**src/rtl/line_unit.sv**
```systemverilog
// line_unit -- box-drawing execution unit of the graphic generator.
//
// Renders one scanline of a rectangular box, either outlined or filled, into
// the line buffer. It emits one palette-index pixel per clock at x offsets
// relative to the box. The caller adds the box origin and resolves the index
// through its palette. Each start pulse draws exactly one scanline, and the
// caller waits for done before issuing the next start.
//
// Parameters
//   LINE_W     border thickness in pixels, 1..15
//
// Ports
//   clk        clock, rising edge
//   reset_n    asynchronous reset, ACTIVE-HIGH despite its name
//   start      one-cycle pulse; accepted only while idle
//   dy         row being drawn, relative to the box top
//   width      box width in pixels
//   height     box height in pixels
//   fill       1 = interior pixels use fg_color
//   fg_color   border palette index
//   bg_color   interior palette index when fill = 0
//   dx         x offset of the current pixel (registered)
//   pixel_sel  palette index of the current pixel (registered)
//   pixel_wr   pixel write strobe (registered)
//   done       one-cycle pulse, coincident with the last pixel (registered)
//
// Build option
//   LINE_UNIT_TRANSPARENT_EN  when defined, interior pixels with fill = 0 and
//                             bg_color == 0 are not written. dx still advances,
//                             so timing is unchanged.

module line_unit #(
  parameter int LINE_W = 1
) (
  input  logic        clk,
  input  logic        reset_n,
  input  logic        start,
  input  logic [11:0] dy,
  input  logic [11:0] width,
  input  logic [11:0] height,
  input  logic        fill,
  input  logic [3:0]  fg_color,
  input  logic [3:0]  bg_color,
  output logic [11:0] dx,
  output logic [3:0]  pixel_sel,
  output logic        pixel_wr,
  output logic        done
);

  localparam logic [11:0] LW = 12'(LINE_W);

  typedef enum logic [1:0] {
    S_IDLE  = 2'd0,
    S_RUN   = 2'd1,
    S_EMPTY = 2'd2
  } state_t;

  // r_state and r_cnt describe what the outputs are showing in the current
  // cycle. The output registers are therefore loaded from the next-state
  // values. This lets pixel 0 appear in the cycle right after start, even
  // though every output is registered.
  state_t      r_state, w_state_nxt;
  logic [11:0] r_cnt, w_cnt_nxt;

  logic [11:0] r_dy, r_width, r_height;
  logic        r_fill;
  logic [3:0]  r_fg, r_bg;

  logic        w_take;
  logic [11:0] w_dy, w_width, w_height;
  logic        w_fill;
  logic [3:0]  w_fg, w_bg;

  logic        w_border;
  logic        w_skip;
  logic [3:0]  w_sel_nxt;
  logic        w_wr_nxt;
  logic        w_done_nxt;

  // Subtract LINE_W, clamping at zero. A box no thicker than two borders
  // then classifies every pixel as border without needing a special case.
  function automatic logic [11:0] sat_sub(input logic [11:0] a);
    return (a > LW) ? (a - LW) : 12'd0;
  endfunction

  function automatic logic is_border(input logic [11:0] x, input logic [11:0] y,
                                     input logic [11:0] w, input logic [11:0] h);
    return (x < LW) || (x >= sat_sub(w)) || (y < LW) || (y >= sat_sub(h));
  endfunction

  // The parameters are taken directly from the inputs in the start cycle,
  // so the first pixel can be classified before the latches have loaded.
  always_comb begin
    w_take   = (r_state == S_IDLE) && start;
    w_dy     = w_take ? dy       : r_dy;
    w_width  = w_take ? width    : r_width;
    w_height = w_take ? height   : r_height;
    w_fill   = w_take ? fill     : r_fill;
    w_fg     = w_take ? fg_color : r_fg;
    w_bg     = w_take ? bg_color : r_bg;
  end

  always_comb begin
    w_state_nxt = r_state;
    w_cnt_nxt   = r_cnt;
    case (r_state)
      S_IDLE: begin
        if (start) begin
          w_cnt_nxt   = 12'd0;
          w_state_nxt = ((width == 12'd0) || (dy >= height)) ? S_EMPTY : S_RUN;
        end
      end
      S_RUN: begin
        if (r_cnt == r_width - 12'd1) begin
          w_state_nxt = S_IDLE;
        end else begin
          w_cnt_nxt = r_cnt + 12'd1;
        end
      end
      S_EMPTY: w_state_nxt = S_IDLE;
      default: w_state_nxt = S_IDLE;
    endcase
  end

  always_comb begin
    w_border = is_border(w_cnt_nxt, w_dy, w_width, w_height);
`ifdef LINE_UNIT_TRANSPARENT_EN
    w_skip = !w_border && !w_fill && (w_bg == 4'h0);
`else
    w_skip = 1'b0;
`endif
    w_sel_nxt  = 4'h0;
    w_wr_nxt   = 1'b0;
    w_done_nxt = 1'b0;
    if (w_state_nxt == S_RUN) begin
      w_sel_nxt  = (w_border || w_fill) ? w_fg : w_bg;
      w_wr_nxt   = !w_skip;
      w_done_nxt = (w_cnt_nxt == w_width - 12'd1);
    end else if (w_state_nxt == S_EMPTY) begin
      w_done_nxt = 1'b1;
    end
  end

  always_ff @(posedge clk or posedge reset_n) begin
    if (reset_n) begin
      r_state   <= S_IDLE;
      r_cnt     <= 12'd0;
      dx        <= 12'd0;
      pixel_sel <= 4'h0;
      pixel_wr  <= 1'b0;
      done      <= 1'b0;
    end else begin
      r_state   <= w_state_nxt;
      r_cnt     <= w_cnt_nxt;
      dx        <= w_cnt_nxt;
      pixel_sel <= w_sel_nxt;
      pixel_wr  <= w_wr_nxt;
      done      <= w_done_nxt;
    end
  end

  // The scanline parameters are only read while the state is RUN or EMPTY.
  // Those states are entered through a start, which loads these registers,
  // so they do not need a reset.
  always_ff @(posedge clk) begin
    r_dy     <= w_dy;
    r_width  <= w_width;
    r_height <= w_height;
    r_fill   <= w_fill;
    r_fg     <= w_fg;
    r_bg     <= w_bg;
  end

endmodule

```
**config.mk**
```make
export PLATFORM = sky130hd
export DESIGN_NAME = line_unit
export DESIGN_NICKNAME = d
export VERILOG_FILES = /design/src/rtl/line_unit.sv
export SDC_FILE = /design/constraint.sdc
export NUM_CORES = 1
export LEC_CHECK = 0
export CAP_MARGIN = 20
export CORE_MARGIN = 4
export CORE_UTILIZATION = 60
export CTS_BUF_LIST = sky130_fd_sc_hd__clkbuf_16
export DETAILED_ROUTE_END_ITERATION = 10
export DONT_BUFFER_PORTS = 1
export GPL_ROUTABILITY_DRIVEN = 0
export PLACE_DENSITY = 0.84
export SYNTH_ARGS = -nofsm -noshare
export SYNTH_HDL_FRONTEND = slang
export SYNTH_SLANG_ARGS = --single-unit
```
**constraint.sdc**
```tcl
create_clock -name clk -period 8.8 [get_ports clk]
set_input_delay 1.76 -clock clk [delete_from_list [all_inputs] [get_ports clk]]
set_output_delay 1.76 -clock clk [all_outputs]
set_load 0.03 [all_outputs]
```
## After elaboration in Yosys (flattened, before gate mapping)

Index checks and enable logic that the tools add are counted.
W data, S select, Z words.

- Register bits: 65
- Output and inout port bits: 18
- Bits of input ports: 48

- Eq/ne operators: 5
- Add/subtract/negate cells: 4
- Reductions and logical operators: 8
- Magnitude comparators: 7
- Multiplexer cells: 20

Operator list:

| cell | count |
|---|---|
| $mux W12 | 7 |
| $ge A12 B12 Y1 | 3 |
| $sub A12 B1 Y12 const B | 3 |
| $eq A12 B12 Y1 | 2 |
| $gt A12 B1 Y1 const B | 2 |
| $lt A12 B1 Y1 const B | 2 |
| $pmux W12 S2 | 1 |
| $mux W4 | 4 |
| $add A12 B1 Y12 const B | 1 |
| $logic_not A12 Y1 | 1 |
| $mux W2 | 3 |
| $logic_or A1 B1 Y1 | 5 |
| $eq A2 B1 Y1 const B | 2 |
| $mux W1 | 4 |
| $pmux W2 S2 | 1 |
| $eq A2 B2 Y1 const B | 1 |
| $logic_not A2 Y1 | 1 |
| $logic_and A1 B1 Y1 | 1 |

## Longest topological paths before layout

- Word-level depth: 12
- Gate-level depth with buffers: 24
- Depth with buffers taken out: 20

## Worst setup path before layout

Ideal clock, no wire load.

- Path type: in2reg
- Start point: in start
- End point: reg pixel_sel[2]
- Data arrival time: 6801 ps
- Slack: 1873 ps
- Cell stages on the path: 23
- Path buffers: 6
- Cells stage by stage: or3b_2 clkbuf_1 buf_2 clkbuf_1 clkbuf_1 clkbuf_1 mux2i_1 ha_1 o21ai_0 or3_1 and2_1 ha_1 nand2b_1 a21o_1 a21o_1 a211oi_1 o31ai_1 a221o_1 a31o_2 or2_2 clkbuf_1 a221oi_2 nand2_1

- Cells in the longest elaborated chain, start to end: 11

RTL lines:

| item | RTL line | RTL |
|---|---|---|
| from (decl) | 37 | `input logic start,` |
| $logic_and A1 B1 Y1 | 94 | `w_take = (r_state == S_IDLE) && start;` |
| $mux W12 | 96 | `w_width = w_take ? width : r_width;` |
| $sub A12 B1 Y12 / $gt A12 B1 Y1 (equally long branches) | 83 | `return (a > LW) ? (a - LW) : 12'd0;` |
| $mux W12 | 83 |  |
| $ge A12 B12 Y1 | 88 | `return (x < LW) \|\| (x >= sat_sub(w)) \|\| (y < LW) \|\| (y >= sat_sub(h));` |
| $logic_or A1 B1 Y1 (3 in a row) | 88 |  |
| $logic_or A1 B1 Y1 | 136 | `w_sel_nxt = (w_border \|\| w_fill) ? w_fg : w_bg;` |
| $mux W4 | 136 |  |
| $mux W4 (*) | 135 | `if (w_state_nxt == S_RUN) begin` |
| net w_sel_nxt[2] | 76 | `logic [3:0] w_sel_nxt;` |
| to (signal assigned) | 156 | `pixel_sel <= w_sel_nxt;` |
| to (decl) | 45 | `output logic [3:0] pixel_sel,` |

Mark *: on every way through the listed nets, which the timed path passes. The rest lies on a longest branch.

## Worst setup path in the final report

Ends and elaborated chain as after synthesis.

==> out/metrics.cfg <==
[outcome]
status=completed

[detailed_routing]
wl_per_cell_um=18.5
first_pass_iters=5
route.detailed.drc=0
drt-initial-drc-count=454
drtAntennaViolNets=0
wl_mm=13.8
vias_per_cell=6.32
vias=4720

[timing]
period_needed_ps=6340
fmax_mhz=158
slew_headroom_pct=30.0
hold_slack_ps=438
hold_viol=0
drv_slew=0
fin_crit_sh_pct=72.0
setup_viol=0
fin_skew_ps=5.47
rsz0062_at_grt=false
fin_tns_setup_ps=0
worst_slew_pin_slew_ps=1040

[clock_tree]
cts.sinks=65
numCtsBuffers=9
cts_setup_buffers=0
cts-root-buf=clkbuf_16
path_clk_slew_ps=50
tritoncts=yes
cts_resized=0
clock_latency_ps=330
h-tree-depth=3
clockBufferDepth=2
cts_hold_buf=0

[critical_path]
path_delay_family=simple AND/OR/NAND/NOR gates
cp_max_fo=17
r2r_cells=18
path_buf_inv=0
cp_slowest_cell=or3b_2
crit_type=primary input to flip-flop
crit_arrival_ps=6540
cp.depth=18
crit_required_ps=9010
slowest_delay_ps=640
cp_cell_sequence=or3b_2 -> o21ai_0 -> and2_1 -> nand2_1 -> or3_1 -> or3_1 -> and2_1 -> ha_1 -> nand2b_1 -> a21o_1 -> a21o_1 -> a211oi_1 -> o31ai_1 -> a221o_1 -> a31o_2 -> or2_2 -> a221oi_2 -> nand2_1
critPathCaptureType=flip-flop
startpoint_type=primary input

[synth]
syn-cell-area_um2=5110
syn_inst=655
synth_area_leaders=dfxtp_1 18%, ha_1 10%, dfrtp_1 9.8%
synth_ff_type=dfxtp_1
syn_nets=744
syn_avg_cell_area_um2=7.80
yosysWarnings=0
post-synth-top-count-cell=nand2_1
ys_seq_area_share_pct=27.4
yosysTopAreaCell=dfxtp_1
synth_edf_count=0
synth.distinct_cells=67
ys_async_sr_fraction_pct=30.8
ys_ff_latch=65
synthTopCellsByCount=113 x nand2_1, 47 x inv_1, 45 x dfxtp_1
synth.top_cell.area_share_pct=17.6

[floorplanning]
die_area_um2=10100
io_pins=66
dieWidth_um=100
initial_utilization_pct=61.8
core_um2=8260
die_y_um=100
placementRows=33

[place]
io_buffer_count=0
place_hpwl_mm=10.5
placed_area_um2=5120

[cells_and_area]
post-route-cell-area_um2=5400
final_nets=726
drive_gt1_share_pct=4.67
syn_to_final_growth_pct=5.76
nFillCells=682
diodes=0
fin_util_pct=65.4

[job]
cap_violations=0

[global_route]
grt_remaining_overflow=0
grt_max_degree=55
grt_first_pass_wirelength_mm=22.4
antenna_found_initial=0
grt_usage_pct=27.7
grt_pass1_vias=4578

[min_path]
whs_path_depth=2
hold_class=flip-flop to flip-flop

[pwr]
power_leakage_uw=0.00262
p_per_area_nw_per_um2=401
ir_drop_v=0.000219

## area by class of cell
type,instances,area (um2),share of cell area [%]
Multi-Input combinational cell,511,3390,62.8
Sequential cell,65,1400,25.9
Clock buffer,9,225,4.17
Inverter,48,180,3.34
Tap cell,105,131,2.43
Clock inverter,7,55.1,1.02
Timing Repair Buffer,2,15.0,0.278
## worst paths after layout
path	slack, ps	startpoint	end
setup / recovery	2460	start	pixel_sel[2]
hold / removal	440	r_fg[2]	r_fg[2]
min in group asynchronous	1490	reset_n	pixel_wr
setup reg to reg	3440	r_state[0]	pixel_sel[2]
max in group asynchronous	6790	reset_n	done
hold reg to reg	440	r_fg[2]	r_fg[2]
## metal layers
metal / GRT usage [%] / vias to the layer above / wire, um
met4: 11.5 / 0 / 393
met1: 34.3 / 2209 / 5600
met5: 0 / - / 0
li1: - / 2261 / -
met3: 6.18 / 41 / 1210
met2: 46.3 / 209 / 6580
## registers in the layout (all words and copies together) (netlist names)
signal / cells
done: 1
pixel_sel: 4
pixel_wr: 1
r_bg: 4
r_cnt: 12
r_dy: 12
r_fg: 4
r_fill: 1
r_height: 12
r_state: 2
r_width: 12
## kinds of logic after synthesis
logic type / after synthesis / synth area share (%)
AOI/OAI and AO/OA: 117 / 15.2
xor gates and xnor gates: 39 / 6.69
adders and majority gates: 41 / 10.0
buffers and inverters: 79 / 6.22
DFF: 65 / 27.4
muxes: 39 / 7.72
and+or+nand+nor: 275 / 26.7
## layout by cell type (no fill, tap or decap), types with 10 or more instances in the layout
| cell | n |
|---|---|
| nor4_1 | 13 |
| inv_1 | 49 |
| o21ai_0 | 26 |
| xnor2_1 | 24 |
| ha_1 | 41 |
| nand2_1 | 113 |
| xor2_1 | 15 |
| dfrtp_1 | 20 |
| nor2_1 | 35 |
| nand2b_1 | 13 |
| a21o_1 | 10 |
| nand3_1 | 20 |
| dfxtp_1 | 45 |
| a21oi_1 | 28 |
| nor3_1 | 21 |
| mux2i_1 | 36 |
## worst register-to-register path: cells and delay by family, from the launching register on
kind                     cells  cell delay [ps]
flip-flops                   1              410
adder cells (fa/ha/maj)      1              270
AND/OR/NAND/NOR              9             2730
AO/OA/AOI/OAI                8             1860
## power by group
part	internal, uW	switching, uW	leakage (uW)	total, uW
Combinational	511	750	0.00183	1260
Clock	214	123	0.000147	337
Sequential	427	140	0.000642	567
Total	1150	1010	0.00262	2170
## metrics by stage
stage,total power (uW),setup slack [ps],cells
finish,2170,2460,747
floorplan,1540,1870,655
global route,2340,2140,747
detailed placement,1800,2160,731
CTS,2150,2500,747
global placement,1740,2350,731
(Power assumes the default switching activity.)
==> patch, RTL diff (same settings) <==
The output `pixel_wr` loses its register stage (`pixel_wr` becomes a continuous assignment). Comments in the files are not updated.
--- a/src/rtl/line_unit.sv
+++ b/src/rtl/line_unit.sv
@@ -149,3 +149,2 @@
       pixel_sel <= 4'h0;
-      pixel_wr  <= 1'b0;
       done      <= 1'b0;
@@ -156,3 +155,2 @@
       pixel_sel <= w_sel_nxt;
-      pixel_wr  <= w_wr_nxt;
       done      <= w_done_nxt;
@@ -160,2 +158,4 @@
   end
+
+  assign pixel_wr = w_wr_nxt;
 
Function: changed (Yosys sat finds a counterexample within 4 cycles, from zero or initial values and one cycle with reset_n high).
==> patch against the unedited design <==
- first-iteration DRC count down 16%
- total power increased by 2.2%
- via count decreased by 7.2%
- clock skew rose by 0.0046 ns
- highest routed layer unchanged
- wire length is 3.9% lower
- register-to-register slack lost 0.09 ns
- area after synthesis decreased by 4.8%
- sequential cell count shrank 1
- sequential power is essentially flat
- worst setup slack better by 0.41 ns
- count of clock-buffer cells in the layout did not move
- largest cell class unchanged
- die area decreased by 4.4%
- cell area decreased by 3.5%
- critical path type unchanged
==> patch: results (changes against the unedited design) <==
| Metric | Value |
|---|---|
| Dpl hpwl | `9880 µm (-5.9%)` |
| Hold WS | `0.455 ns (+0.0165 ns)` |
| Hold path cells | `2 (unchanged)` |
| Routed met3 length | `1260 µm (+4.0%)` |
| Antenna Cells | `0 (unchanged)` |
| M1 WL | `5180 µm (-7.5%)` |
| Multi-input logic area | `3210 µm² (-5.4%)` |
| Met2 routed WL | `6340 µm (-3.7%)` |
| Crit Path Max Fanout | `25 (+8)` |
| Asr flop ratio synth | `0.297 (-0.0108)` |
| Multi-input comb cells | `473 (-7.4%)` |
| M2 GR Usage | `0.464 (+0.00108)` |
| Layout clock area frac | `0.0646 (+0.0127)` |
| CP peak stage delay | `0.70 ns (+0.06 ns)` |
| P_clk | `409 µW (+21%)` |
| Met3 Usage GRT | `0.0800 (+0.0182)` |
| Outcome | `completed` |
| Sequential fraction of the synthesis area | `0.283 (+0.00870)` |
| Worst hold path class | `flop to flop` |
| Initial DRC count | `380 (-16%)` |
| RR Endpoint | `pixel_sel[1]$_DFF_PP0_` |
| Top delay family on crit path | `simple AND/OR/NAND/NOR gates` |
| Leakage dissipation | `0.00254 µW (-2.9%)` |
| Depth of the most critical reg-to-reg path | `18 (unchanged)` |
| Worst IR Drop VDD | `208 µV (-5.4%)` |
| Layout cells sized above 1 | `0.0555 (+0.00873)` |
| Ranking of synthesized cells by area | `dfxtp_1 (19%), ha_1 (11%), dfrtp_1 (9.8%)` |
| Internal reg-to-reg setup slack | `3.35 ns (-0.09 ns)` |
| Most common library cells after synthesis | `nand2_1 (118), dfxtp_1 (45), ha_1 (41), inv_1 (40), nor2_1 (39)` |
| CTS sink count | `64 (-1.5%)` |
| Syn_nets | `696 (-6.5%)` |
| Hold Crit Start | `r_bg[3]$_DFF_P_` |
| Worst path arrival time | `6.13 ns (-0.41 ns)` |
| Nets | `679 (-6.5%)` |
| Vias | `4,382 (-7.2%)` |
| Count leader, synth | `nand2_1` |
| Rel. slew slack | `0.395 (+0.0959)` |
| Inverter count | `40 (-17%)` |
| Clk_lat worst skew | `0.33 ns (about the same)` |
| Met1 GRT Util | `0.334 (-0.00951)` |
| Fillers | `632 (-7.3%)` |
| Largest net degree at the start of global routing | `58 (+5.5%)` |
| Synth warn | `0 (unchanged)` |
| Int Power | `1210 µW (+5.3%)` |
| Global routing's busiest layer | `met2` |
| Worst setup path end | `pixel_sel[1]$_DFF_PP0_` |
| Clock Skews | `0.0100 ns (+0.00456 ns)` |
| H-tree depth | `3 (unchanged)` |
| WHS Endpoint | `r_bg[3]$_DFF_P_` |
| First-pass GRT wire length | `21,800 µm (-2.7%)` |
| Reg area | `1380 µm² (-1.8%)` |
| CP max stage cell | `or3b_2` |
| Non-clock buffers, area share | `0.00288 (+0.0000994)` |
| Worst r2r src | `r_width[3]$_DFF_P_` |
| CTS clock-pin slew for the worst setup and hold paths | `0.05 ns (about the same)` |
| Crit. Startpoint | `start` |
| Flop+latch power | `566 µW (about the same)` |
| All-Layer GR Usage | `0.279 (+0.00191)` |
| Distinct cell type count after synthesis | `73 (+9.0%)` |
| DR WL/cell | `19.0 µm (+3.0%)` |
[patch: stage by stage]
| stage | instances | setup slack, ns | area, µm² | util | total power (µW) |
|---|---|---|---|---|---|
| 3_5_place_dp | 681 | 2.58 | 4880 | 0.625 | 1770 |
| 2_1_floorplan | 607 | 1.50 | 4860 | - | 1510 |
| 5_1_grt | 697 | 2.38 | 5210 | 0.668 | 2390 |
| 4_1_cts | 697 | 2.90 | 5210 | 0.668 | 2190 |
| 6_report | 697 | 2.87 | 5210 | 0.668 | 2210 |
| 3_3_place_gp | 681 | 2.86 | 4880 | 0.625 | 1720 |
[patch: logic make-up after synthesis]
group / Yosys count / synth area share
buffers and inverters: 70 / 0.0579
AOI/OAI and AO/OA: 93 / 0.140
and+or+nand+nor: 260 / 0.255
DFF: 64 / 0.283
muxes: 31 / 0.0651
xor gates and xnor gates: 46 / 0.0885
adders and majority gates: 43 / 0.110
